### config.mk
export PLATFORM = sky130hd
export DESIGN_NAME = shared_resource_arbiter
export DESIGN_NICKNAME = d
export VERILOG_FILES = /design/src/rtl/arb_pkg.sv /design/src/rtl/rr_arbiter_2.sv /design/src/rtl/shared_resource_arbiter.sv
export SDC_FILE = /design/constraint.sdc
export NUM_CORES = 1
export LEC_CHECK = 0
export ABC_CLOCK_PERIOD_IN_PS = 1700
export BUFFER_PORTS_ARGS = -buffer_cell sky130_fd_sc_hd__buf_4
export CAP_MARGIN = 15
export CELL_PAD_IN_SITES_DETAIL_PLACEMENT = 0
export CELL_PAD_IN_SITES_GLOBAL_PLACEMENT = 1
export CORE_MARGIN = 2
export CORE_UTILIZATION = 33
export DETAILED_ROUTE_END_ITERATION = 6
export GPL_TIMING_DRIVEN = 0
export PLACE_DENSITY_LB_ADDON = 0.15
export REMOVE_ABC_BUFFERS = 1
export SLEW_MARGIN = 15
export SYNTH_ARGS = -nofsm -noshare
export SYNTH_HDL_FRONTEND = slang
export SYNTH_SLANG_ARGS = --single-unit
export TNS_END_PERCENT = 30
### constraint.sdc
create_clock -name clk -period 1.7 [get_ports clk]
set_input_delay 0.255 -clock clk [delete_from_list [all_inputs] [get_ports clk]]
set_output_delay 0.255 -clock clk [all_outputs]
set_load 0.01 [all_outputs]
### src/rtl/arb_pkg.sv
// Shared definitions for the two-pipeline shared-resource arbiter:
// FSM state encoding, default parameters and requester indices.
package arb_pkg;

  typedef enum logic [1:0] {
    IDLE  = 2'd0,
    ISSUE = 2'd1,
    WAIT  = 2'd2
  } state_t;

  localparam int DEF_DATA_W  = 32;
  localparam int DEF_TIMEOUT = 64;

  localparam int REQ_1 = 0;
  localparam int REQ_2 = 1;

endpackage

### src/rtl/rr_arbiter_2.sv
// Two-way round-robin arbiter. The pointer names the pipeline that wins a tie
// and moves to the other pipeline after every grant taken with advance.
module rr_arbiter_2
  import arb_pkg::*;
(
  input  logic       clk,
  input  logic       reset,
  input  logic [1:0] req,
  input  logic       advance,
  output logic [1:0] grant
);

  logic ptr;

  // NOTE: combinational outputs get a default first so no path can infer a latch.
  always_comb begin
    grant = req;
    if (req == 2'b11) grant = ptr ? 2'b10 : 2'b01;
  end

  // NOTE: state registers use non-blocking assignments so every flop samples pre-edge values.
  always_ff @(posedge clk or negedge reset) begin
    if (!reset)                     ptr <= 1'b0;
    else if (advance && (|grant))   ptr <= grant[REQ_1];
  end

endmodule

### src/rtl/shared_resource_arbiter.sv
// Arbitrates two pipelines onto one shared resource with at most one
// transaction in flight; handles flush-drop, backpressure and response timeout.
module shared_resource_arbiter
  import arb_pkg::*;
#(
  parameter int DATA_W  = DEF_DATA_W,
  parameter int TIMEOUT = DEF_TIMEOUT
) (
  input  logic              clk,
  input  logic              reset,
  input  logic [1:0]        req_valid,
  input  logic [DATA_W-1:0] req_data_1,
  input  logic [DATA_W-1:0] req_data_2,
  input  logic              flush_1,
  input  logic              flush_2,
  output logic              stall_1,
  output logic              stall_2,
  output logic              res_req_valid,
  output logic [DATA_W-1:0] res_req_data,
  output logic              res_req_tag,
  input  logic              res_req_ready,
  input  logic              res_rsp_valid,
  input  logic [DATA_W-1:0] res_rsp_data,
  output logic [1:0]        rsp_valid,
  output logic [DATA_W-1:0] rsp_data_1,
  output logic [DATA_W-1:0] rsp_data_2,
  output logic              busy,
  output logic              err_timeout
);

  localparam int CNT_W = $clog2(TIMEOUT + 1);

  state_t            state;
  logic              tag_q;
  logic [DATA_W-1:0] data_q;
  logic              drop;
  logic [CNT_W-1:0]  cnt;

  logic [1:0] eligible;
  logic [1:0] grant;
  logic       grant_now;
  logic       owner_flush;

  assign eligible    = req_valid & ~{flush_2, flush_1};
  assign grant_now   = (state == IDLE) && (eligible != 2'b00);
  assign owner_flush = tag_q ? flush_2 : flush_1;

  rr_arbiter_2 u_rr (
    .clk     (clk),
    .reset   (reset),
    .req     (eligible),
    .advance (grant_now),
    .grant   (grant)
  );

  // Only the winner in an IDLE grant cycle is released; everyone else holds.
  assign stall_1 = req_valid[REQ_1] & ~flush_1 & ~((state == IDLE) & grant[REQ_1]);
  assign stall_2 = req_valid[REQ_2] & ~flush_2 & ~((state == IDLE) & grant[REQ_2]);

  assign res_req_valid = (state == ISSUE);
  assign res_req_data  = data_q;
  assign res_req_tag   = tag_q;
  assign busy          = (state != IDLE);

  always_ff @(posedge clk or negedge reset) begin
    if (!reset) begin
      state       <= IDLE;
      tag_q       <= 1'b0;
      data_q      <= '0;
      drop        <= 1'b0;
      cnt         <= '0;
      err_timeout <= 1'b0;
      rsp_valid   <= '0;
      rsp_data_1  <= '0;
      rsp_data_2  <= '0;
    end else begin
      rsp_valid <= '0;
      case (state)
        IDLE: begin
          if (grant_now) begin
            tag_q  <= grant[REQ_2];
            data_q <= grant[REQ_2] ? req_data_2 : req_data_1;
            drop   <= 1'b0;
            state  <= ISSUE;
          end
        end
        ISSUE: begin
          if (owner_flush) drop <= 1'b1;
          if (res_req_ready) begin
            cnt   <= '0;
            state <= WAIT;
          end
        end
        WAIT: begin
          if (owner_flush) drop <= 1'b1;
          if (res_rsp_valid) begin
            state <= IDLE;
            // A flush arriving alongside the response still discards it.
            if (!(drop || owner_flush)) begin
              rsp_valid[tag_q] <= 1'b1;
              if (tag_q) rsp_data_2 <= res_rsp_data;
              else       rsp_data_1 <= res_rsp_data;
            end
          end else if (cnt == CNT_W'(TIMEOUT - 1)) begin
            state       <= IDLE;
            err_timeout <= 1'b1;
          end else begin
            cnt <= cnt + CNT_W'(1);
          end
        end
        default: state <= IDLE;
      endcase
    end
  end

endmodule
==> impl_metrics.py, run 1 <==
metrics = {
    "outcome": {
        "status": "finished with violations",
        "violations": "setup timing",
    },
    "synth": {
        "synthXorXnorAreaFrac_pct": 0,
        "syn_inst": 369,
        "syn_area_um2": 4850,
        "ys_ff_latch": 111,
        "synth_cell_types": 40,
        "synth_compound_area_share_pct": 6.88,
        "postSynth.asyncResetShare_pct": 100,
        "synth-edff-count": 0,
        "synth_flop_cell": "dfrtp_1",
        "yosysWarningCount": 0,
        "synth_top_family_by_area": "multiplexers",
        "yosysSeqAreaShare_pct": 57.2,
        "yosys.area_share.simple_pct": 7.40,
        "syn_avg_cell_area_um2": 13.2,
        "synth_mux_area_share_pct": 23.9,
        "synth_fa_ha_area_share_pct": 1.03,
    },
    "worst_setup_path": {
        "crit_type": "reg2reg",
        "cp_cell_sequence": "inv_2 -> ha_4 -> nand2_4 -> or4_4 -> clkbuf_16 -> mux2_4",
        "crit_slowest_cell": "or4_4",
        "reg2reg_depth": 6,
        "cp_max_fo": 8,
        "crit_buf_inv": 2,
        "crit-reg2reg-capture": "rsp_data_1[15]",
        "end_kind": "flop",
        "crit_family": "simple AND/OR/NAND/NOR gates",
        "cp_slowest_stage_delay_ps": 490,
        "rr_startpoint": "state[0]",
        "crit_path_start_kind": "flop",
        "r2r_slack_ps": -120,
        "required_ps": 1930,
        "crit_arrival_ps": 2060,
    },
    "pwr": {
        "p_seq_share_pct": 38.3,
        "switchingPower_w": 0.00381,
        "swShare_pct": 32.5,
        "power_density_nw_per_um2": 1600,
        "power.share.combinational_pct": 43.1,
        "p_int_w": 0.00789,
        "clkPwrFrac_pct": 18.6,
        "irDropWorstVdd_v": 0.000762,
        "leakagePower_nw": 3.69,
    },
    "worst_hold_path": {
        "min_from": "res_rsp_data[3]",
        "whs_endpoint": "rsp_data_2[3]",
        "holdPathStages": 2,
        "hold_path.class": "in2reg",
    },
    "routing": {
        "drt_first_pass_iters": 4,
        "drc_errors": 0,
        "wl_per_cell_um": 16.2,
        "vias": 3631,
        "drtIter0Drc": 232,
        "ant_nets": 0,
        "wirelength_um": 12600,
        "routed_via_density": 4.66,
    },
    "timing": {
        "setup_violations": 61,
        "min_period_ps": 1820,
        "rsz0062_at_grt": "yes",
        "timing.hold.ws_ps": 143,
        "slew_headroom_pct": 71.9,
        "drv_slew": 0,
        "worst_pin_slew_ps": 422,
        "clock-skew-final_ps": 4.77,
        "hold_violations": 0,
        "setup_slack_ps": -124,
        "fin_setup_tns_ps": -5370,
        "max_freq_ghz": 0.548,
        "fin_crit_sh_pct": 107,
    },
    "clock_network": {
        "root_buffer": "clkbuf_16",
        "clkTransAtPathRegs_ps": 80,
        "cts_buffer_depth": 2,
        "h-tree-depth": 3,
        "clock-sinks": 111,
        "worstSkewPairLatency_ps": 350,
        "cts_buffers": 9,
        "cts_tree": "yes",
    },
    "placement": {
        "hpwl_um": 8570,
        "dpl.cell_count": 747,
        "io_buffers": 207,
        "dpl_cell_area_um2": 6620,
        "gp_congestion": 0.755,
    },
    "global_route": {
        "antenna_found_initial": 0,
        "grt_usage_pct": 15.9,
        "overflow": 0,
        "grt_pass1_wl_um": 20100,
        "grt_pass1_vias": 3690,
        "grt_max_degree": 71,
    },
    "job": {
        "cap_violations": 0,
    },
    "cells_and_area": {
        "nets": 698,
        "layout.cells.non_filler": 779,
        "design_area_um2": 7300,
        "final_util_pct": 50.6,
        "antenna_cells": 0,
        "area_growth_pct": 50.4,
        "layout-drive-gt1-share_pct": 55.6,
    },
    "die": {
        "pin_count": 208,
        "initial_core_util_pct": 33.6,
        "chipHeight_um": 125,
        "die_w_um": 125,
        "dieArea_um2": 15700,
        "coreArea_um2": 14400,
        "num_rows": 44,
    },
}
layout by cell type, fill, tap and decap left out, types with 5 or more instances in the layout:
master,count
nand2_1,40
nand3_1,6
clkbuf_16,10
mux2_2,6
nor2_1,5
mux2i_1,32
buf_4,215
mux2_4,59
o21ai_0,34
buf_6,5
dfrtp_1,110
buf_12,5
through the flow:
step	setup WS (ps)	power (W)
after floorplan	-2290	0.00655
after global placement	-4100	0.00892
after detailed placement	-750	0.00905
after CTS	-202	0.0115
after global routing	-155	0.0125
final	-124	0.0117
sequential cells by signal, indices dropped and copies added (netlist names):
register / flops
drop: 1
cnt: 7
u_rr.ptr: 1
res_req_data: 32
rsp_data_1: 32
rsp_data_2: 32
state: 2
err_timeout: 1
res_req_tag: 1
rsp_valid: 2
worst max-delay path by stage:
| stage | from | end | slack (ps) | depth (start not counted) |
|---|---|---|---|---|
| 5_1_grt | state[0] | rsp_data_2[17] | -160 | 7 |
| 6_report | state[0] | rsp_data_1[15] | -120 | 6 |
| 3_5_place_dp | state[0] | rsp_data_2[10] | -750 | 7 |
| 2_1_floorplan | req_valid[1] | res_req_data[0] | -2290 | 3 |
| 3_3_place_gp | req_valid[1] | res_req_data[31] | -4100 | 4 |
| 4_1_cts | state[0] | rsp_data_1[14] | -200 | 6 |
worst register-to-register path, cell delays in order (launching register included):
cell and delay, ps:
dfrtp_1 410, inv_2 90, ha_4 140, nand2_4 70, or4_4 490, clkbuf_16 210, mux2_4 300
routing by layer:
metal / GRT usage [%] / vias up / part of all wire, %
met5: 0 / - / 0
met4: 5.29 / 0 / 1.2
met3: 5.05 / 10 / 8.0
met2: 24.7 / 155 / 47
met1: 21.2 / 1716 / 44
li1: - / 1750 / -
synth_stat cells (all sizes together) (2+ instances only):
library cell  instances  area, µm²
o211ai                2       15.0
o21ai                37        185
nor3                  2       10.0
nor2                  6       22.5
buf                  12        119
mux2i                32        320
mux2                 65        841
nor2b                 2       12.5
inv                   6       22.5
nand2b                5       31.3
a21oi                 5       25.0
and2                  2       12.5
o311ai                3       26.3
dfrtp               111       2780
a31oi                 4       25.0
clkbuf                8       30.0
nand3                 7       35.0
nand2                41        156
ha                    4       50.1
kinds of logic (layout without fill, tap and decap cells):
family	after synthesis	count (layout)
AOI/OAI and AO/OA	58	58
adders and majority gates	4	4
muxes	97	97
and+or+nand+nor	73	74
DFF	111	111
buffers and inverters	26	251
power by group through the flow:
stage                     Sequential (W)  Clock, W  Combinational, W
after floorplan                  0.00489         0           0.00165
final                            0.00448   0.00218           0.00504
after global placement           0.00441         0           0.00451
after detailed placement         0.00446         0           0.00459
after CTS                        0.00446   0.00226           0.00482
after global routing             0.00465   0.00235           0.00546
repair_timing:
| item | in CTS | in global routing |
|---|---|---|
| hold endpoints to repair | 41 | 0 |
| buffers inserted | 7 | 6 |
| cloned | 1 | 1 |
| gates resized for setup | 31 | 28 |
| hold buffers | 1 | 0 |
| endpoints found under the setup margin | 72 | 86 |
| pin swaps | 3 | 5 |
area by class of cell:
type | instances | area, µm²
fillers | 1296 | 7120
flip-flops and latches | 111 | 2780
multi-input cells | 233 | 2110
repair buffers | 229 | 1850
clock buffers | 10 | 239
well taps | 184 | 230
clock inverters | 6 | 67.6
inverters | 6 | 22.5
Note: power is estimated with default switching activity, not from simulation.
==> run 2: changes to the inputs <==
BUFFER_PORTS_ARGS = -buffer_cell sky130_fd_sc_hd__buf_2   (was -buffer_cell sky130_fd_sc_hd__buf_4)
PLACE_DENSITY_LB_ADDON = 0.1   (was 0.15)
==> impl_metrics.py, run 2 (synthesized netlist as in run 1, its figures left out) <==
metrics = {
    "placement": {
        "io_buffers": 207,
        "pre_cts_ws_ps": -955,
        "gp_congestion": 0.779,
        "hpwl_um": 8320,
        "dpl_cell_area_um2": 6100,
    },
    "routing": {
        "wl_per_cell_um": 15.7,
        "vias": 3615,
        "drc_errors": 0,
        "drtIter0Drc": 138,
        "routed_via_density": 4.65,
        "drt_first_pass_iters": 4,
        "ant_nets": 0,
        "wirelength_um": 12200,
    },
    "worst_hold_path": {
        "whs_endpoint": "rsp_data_1[4]",
        "min_from": "res_rsp_data[4]",
        "holdPathStages": 2,
        "hold_path.class": "in2reg",
    },
    "timing": {
        "fin_crit_sh_pct": 109,
        "clock-skew-final_ps": 8.42,
        "timing.hold.ws_ps": 154,
        "hold_violations": 0,
        "drv_slew": 0,
        "setup_slack_ps": -155,
        "worst_pin_slew_ps": 668,
        "slew_headroom_pct": 55.3,
        "rsz0062_at_grt": "yes",
        "max_freq_ghz": 0.539,
        "min_period_ps": 1860,
        "setup_violations": 49,
    },
    "global_route": {
        "grt_max_degree": 67,
        "grt_pass1_vias": 3766,
        "grt_pass1_wl_um": 19800,
        "overflow": 0,
        "grt_usage_pct": 15.9,
        "antenna_found_initial": 0,
    },
    "clock_network": {
        "clock-sinks": 111,
        "cts_buffer_depth": 2,
        "h-tree-depth": 3,
        "worstSkewPairLatency_ps": 340,
        "root_buffer": "clkbuf_16",
        "cts_buffers": 9,
        "cts_tree": "yes",
        "clkTransAtPathRegs_ps": 80,
    },
    "cells_and_area": {
        "layout-drive-gt1-share_pct": 54.3,
        "antenna_cells": 0,
        "design_area_um2": 6850,
        "mostFrequentLayoutCell": "buf_2",
        "nFillCells": 1345,
        "final_cell_mix": "buf_2 (206), dfrtp_1 (111), mux2_4 (60), nand2_1 (40), o21ai_0 (35)",
        "nets": 696,
        "area_growth_pct": 41.0,
    },
    "outcome": {
        "status": "finished with violations",
        "violations": "setup timing",
    },
    "worst_setup_path": {
        "rr_startpoint": "state[0]",
        "crit_arrival_ps": 2090,
        "required_ps": 1930,
        "crit_type": "reg2reg",
        "cp_cell_sequence": "inv_2 -> ha_4 -> nand2_4 -> buf_12 -> or4_4 -> buf_12 -> mux2_4",
        "cp_max_fo": 16,
        "crit_path_start_kind": "flop",
        "cp_slowest_stage_delay_ps": 420,
        "end_kind": "flop",
        "crit_path_frequent_cell": "buf_12",
        "r2r_slack_ps": -160,
        "crit_slowest_cell": "or4_4",
        "crit-reg2reg-capture": "rsp_data_1[8]",
        "reg2reg_depth": 7,
    },
    "die": {
        "chipHeight_um": 125,
        "initial_core_util_pct": 33.6,
        "coreArea_um2": 14400,
        "pin_count": 208,
        "die_w_um": 125,
        "num_rows": 44,
        "dieArea_um2": 15700,
    },
    "pwr": {
        "leakagePower_nw": 3.61,
        "irDropWorstVdd_v": 0.000648,
        "power_w": 0.0112,
        "power_density_nw_per_um2": 1630,
    },
    "job": {
        "cap_violations": 0,
    },
}
==> run 2: worst max path at each step <==
stage               slack, ps         start  cells after the start          endpoint
finish                   -160      state[0]                      7     rsp_data_1[8]
global route             -220      state[0]                      7    rsp_data_1[10]
CTS                      -220      state[0]                      6    rsp_data_1[25]
detailed placement       -950      state[0]                      7    rsp_data_2[24]
global placement        -4060  req_valid[1]                      4  res_req_data[13]
floorplan               -2290  req_valid[1]                      3   res_req_data[0]
==> run 2: stage by stage <==
stage,TNS [ps],cells,utilization (%)
finish,-4920,777,47.5
global route,-9850,777,47.5
CTS,-10730,776,47.2
detailed placement,-54200,746,42.3
global placement,-332610,740,41.4
floorplan,-119170,349,-
==> run 2: per-layer routing <==
layer  global-route usage (%)  vias up  wire, µm
li1                         -     1750         -
met1                     21.1     1695      5630
met2                     25.2      157      5460
met3                     3.94       13       858
met4                     6.08        0       216
met5                        0        -         0
==> run 2: critical path, delay by kind of cell, from the launching register on <==
family,cells,cell delay [ps]
AND/OR/NAND/NOR,2,490
buffers and inverters,3,420
flip-flops,1,390
multiplexers,1,300
adder cells (fa/ha/maj),1,150
==> run 2: area by class of cell <==
type	count	area, µm²	share of cell area (%)
clock inverters	6	115	1.68
multi-input cells	233	2100	30.6
repair buffers	227	1360	19.9
well taps	184	230	3.36
clock buffers	10	239	3.49
inverters	6	22.5	0.329
flip-flops and latches	111	2780	40.6
==> run 2: report_power, final <==
group / internal (W) / total [W] / switching (W)
combinational: 0.00224 / 0.00429 / 0.00205
clock: 0.00149 / 0.00246 / 0.000968
sequential: 0.00375 / 0.00441 / 0.000651
total: 0.00749 / 0.0112 / 0.00367
==> run 2: what timing repair did <==
| action | CTS | global route |
|---|---|---|
| setup endpoints to repair | 74 | 94 |
| buffers inserted | 10 | 2 |
| pin swaps | 4 | 2 |
| resized for setup | 45 | 10 |
| hold buffers | 1 | 0 |
| endpoints found under the hold margin | 45 | 0 |
| gates cloned | 3 | 0 |
==> run 3: changes to the inputs <==
CORE_UTILIZATION = 34   (was 33)
CTS_BUF_LIST = sky130_fd_sc_hd__clkbuf_2 sky130_fd_sc_hd__clkbuf_4 sky130_fd_sc_hd__clkbuf_8   (was not set)
==> impl_metrics.py, run 3 (synthesized netlist as in run 1, its figures left out) <==
metrics = {
    "outcome": {
        "status": "finished with violations",
        "violations": "setup timing",
    },
    "placement": {
        "hpwl_um": 8290,
        "io_buffers": 207,
        "gp_congestion": 0.781,
        "pre_cts_ws_ps": -827,
        "dpl_cell_area_um2": 6090,
    },
    "pwr": {
        "p_int_w": 0.00664,
        "irDropWorstVdd_v": 0.000551,
        "leakagePower_nw": 3.52,
        "power_density_nw_per_um2": 1540,
        "power_w": 0.0103,
        "switchingPower_w": 0.00361,
        "swShare_pct": 35.2,
        "clkPwrFrac_pct": 14.8,
        "p_seq_share_pct": 43.1,
        "power.share.combinational_pct": 42.2,
    },
    "cells_and_area": {
        "design_area_um2": 6680,
        "nets": 698,
        "antenna_cells": 0,
        "final_cell_mix": "buf_2 (206), dfrtp_1 (110), mux2_4 (57), nand2_1 (40), o21ai_0 (34)",
        "area_growth_pct": 37.6,
        "mostFrequentLayoutCell": "buf_2",
        "layout-drive-gt1-share_pct": 55.0,
    },
    "worst_setup_path": {
        "crit_arrival_ps": 2130,
        "cp_slowest_stage_delay_ps": 510,
        "crit_path_start_kind": "flop",
        "reg2reg_depth": 6,
        "cp_cell_sequence": "inv_2 -> ha_4 -> nand2_4 -> or4_4 -> buf_12 -> mux2_4",
        "crit-reg2reg-capture": "rsp_data_1[25]",
        "r2r_slack_ps": -180,
        "crit_type": "reg2reg",
        "end_kind": "flop",
        "cp_max_fo": 5,
        "rr_startpoint": "state[0]",
        "crit_slowest_cell": "or4_4",
        "required_ps": 1950,
    },
    "timing": {
        "worst_pin_slew_ps": 646,
        "fin_setup_tns_ps": -7980,
        "hold_violations": 0,
        "max_freq_ghz": 0.533,
        "setup_slack_ps": -176,
        "rsz0062_at_grt": "yes",
        "slew_headroom_pct": 56.7,
        "min_period_ps": 1880,
        "clock-skew-final_ps": 10.3,
        "drv_slew": 0,
        "fin_crit_sh_pct": 110,
        "setup_violations": 66,
    },
    "global_route": {
        "grt_pass1_wl_um": 18300,
        "grt_pass1_vias": 3551,
        "grt_usage_pct": 15.9,
        "use_met3_pct": 4.57,
        "grt.met2_usage_pct": 23.8,
        "grt_max_degree": 76,
        "grt.busiest_layer": "met2",
        "overflow": 0,
        "grt_use_met1_pct": 21.5,
        "antenna_found_initial": 0,
    },
    "clock_network": {
        "cts_buffer_depth": 2,
        "worstSkewPairLatency_ps": 370,
        "cts_tree": "yes",
        "root_buffer": "clkbuf_8",
        "h-tree-depth": 3,
        "clkTransAtPathRegs_ps": 100,
        "cts_buffers": 9,
        "clock-sinks": 111,
    },
    "die": {
        "pin_count": 208,
        "initial_core_util_pct": 34.8,
        "num_rows": 43,
        "dieArea_um2": 15200,
        "chipHeight_um": 123,
        "die_w_um": 123,
        "coreArea_um2": 13900,
    },
    "routing": {
        "drt_first_pass_iters": 4,
        "wirelength_um": 12300,
        "routed_via_density": 4.68,
        "drtIter0Drc": 142,
        "drc_errors": 0,
        "ant_nets": 0,
        "vias": 3629,
        "wl_per_cell_um": 15.9,
    },
    "worst_hold_path": {
        "whs_endpoint": "rsp_data_2[23]",
        "min_from": "res_rsp_data[23]",
        "holdPathStages": 2,
        "hold_path.class": "in2reg",
    },
    "job": {
        "cap_violations": 0,
    },
}
run 3: stage by stage:
step | std cells | hold WS, ps | utilization (%)
after global routing | 775 | 96.6 | 47.9
after detailed placement | 742 | 184 | 43.7
after CTS | 770 | 89.0 | 46.8
after global placement | 736 | 457 | 42.8
after floorplan | 349 | -40.6 | -
final | 775 | 124 | 47.9
run 3: layer usage:
metal / wire, µm / vias up
met5: 0 / -
met1: 5640 / 1714
li1: - / 1744
met4: 182 / 0
met2: 5380 / 160
met3: 1080 / 11
run 3: worst max path at each step:
stage	startpoint	endpoint	slack [ps]	cells past startpoint
global placement	req_valid[1]	res_req_data[4]	-4010	4
floorplan	req_valid[1]	res_req_data[0]	-2290	3
global route	state[0]	rsp_data_1[25]	-210	6
finish	state[0]	rsp_data_1[25]	-180	6
CTS	state[0]	rsp_data_1[25]	-220	6
detailed placement	state[0]	rsp_data_2[17]	-830	7
run 3: power groups by stage:
stage	sequential (W)	clock [W]	combinational [W]
CTS	0.00441	0.00160	0.00417
detailed placement	0.00440	0	0.00395
global placement	0.00436	0	0.00386
global route	0.00459	0.00170	0.00475
finish	0.00442	0.00151	0.00432
floorplan	0.00489	0	0.00165
run 3: repair_timing:
| item | 4_1_cts | 5_1_grt |
|---|---|---|
| endpoints found under the hold margin | 36 | 0 |
| buffers inserted | 9 | 3 |
| hold buffers | 1 | 0 |
| gates cloned | 2 | 2 |
| endpoints found under the setup margin | 76 | 74 |
| pin swaps | 3 | 4 |
| resized for setup | 27 | 25 |
run 3: critical path: cells and delay by family, from the launching register on:
family,cells,cell delay [ps]
muxes,1,290
DFF,1,420
adders and majority gates,1,150
buffers and inverters,2,300
and+or+nand+nor,2,590
run 3: final cells by class:
type                            count  area, µm²
Inverter                            6       22.5
Timing Repair Buffer              229       1380
Tap cell                          180        225
Multi-Input combinational cell    233       2080
Clock buffer                       12        159
Fill cell                        1295       7260
Sequential cell                   111       2780
Clock inverter                      4       30.0
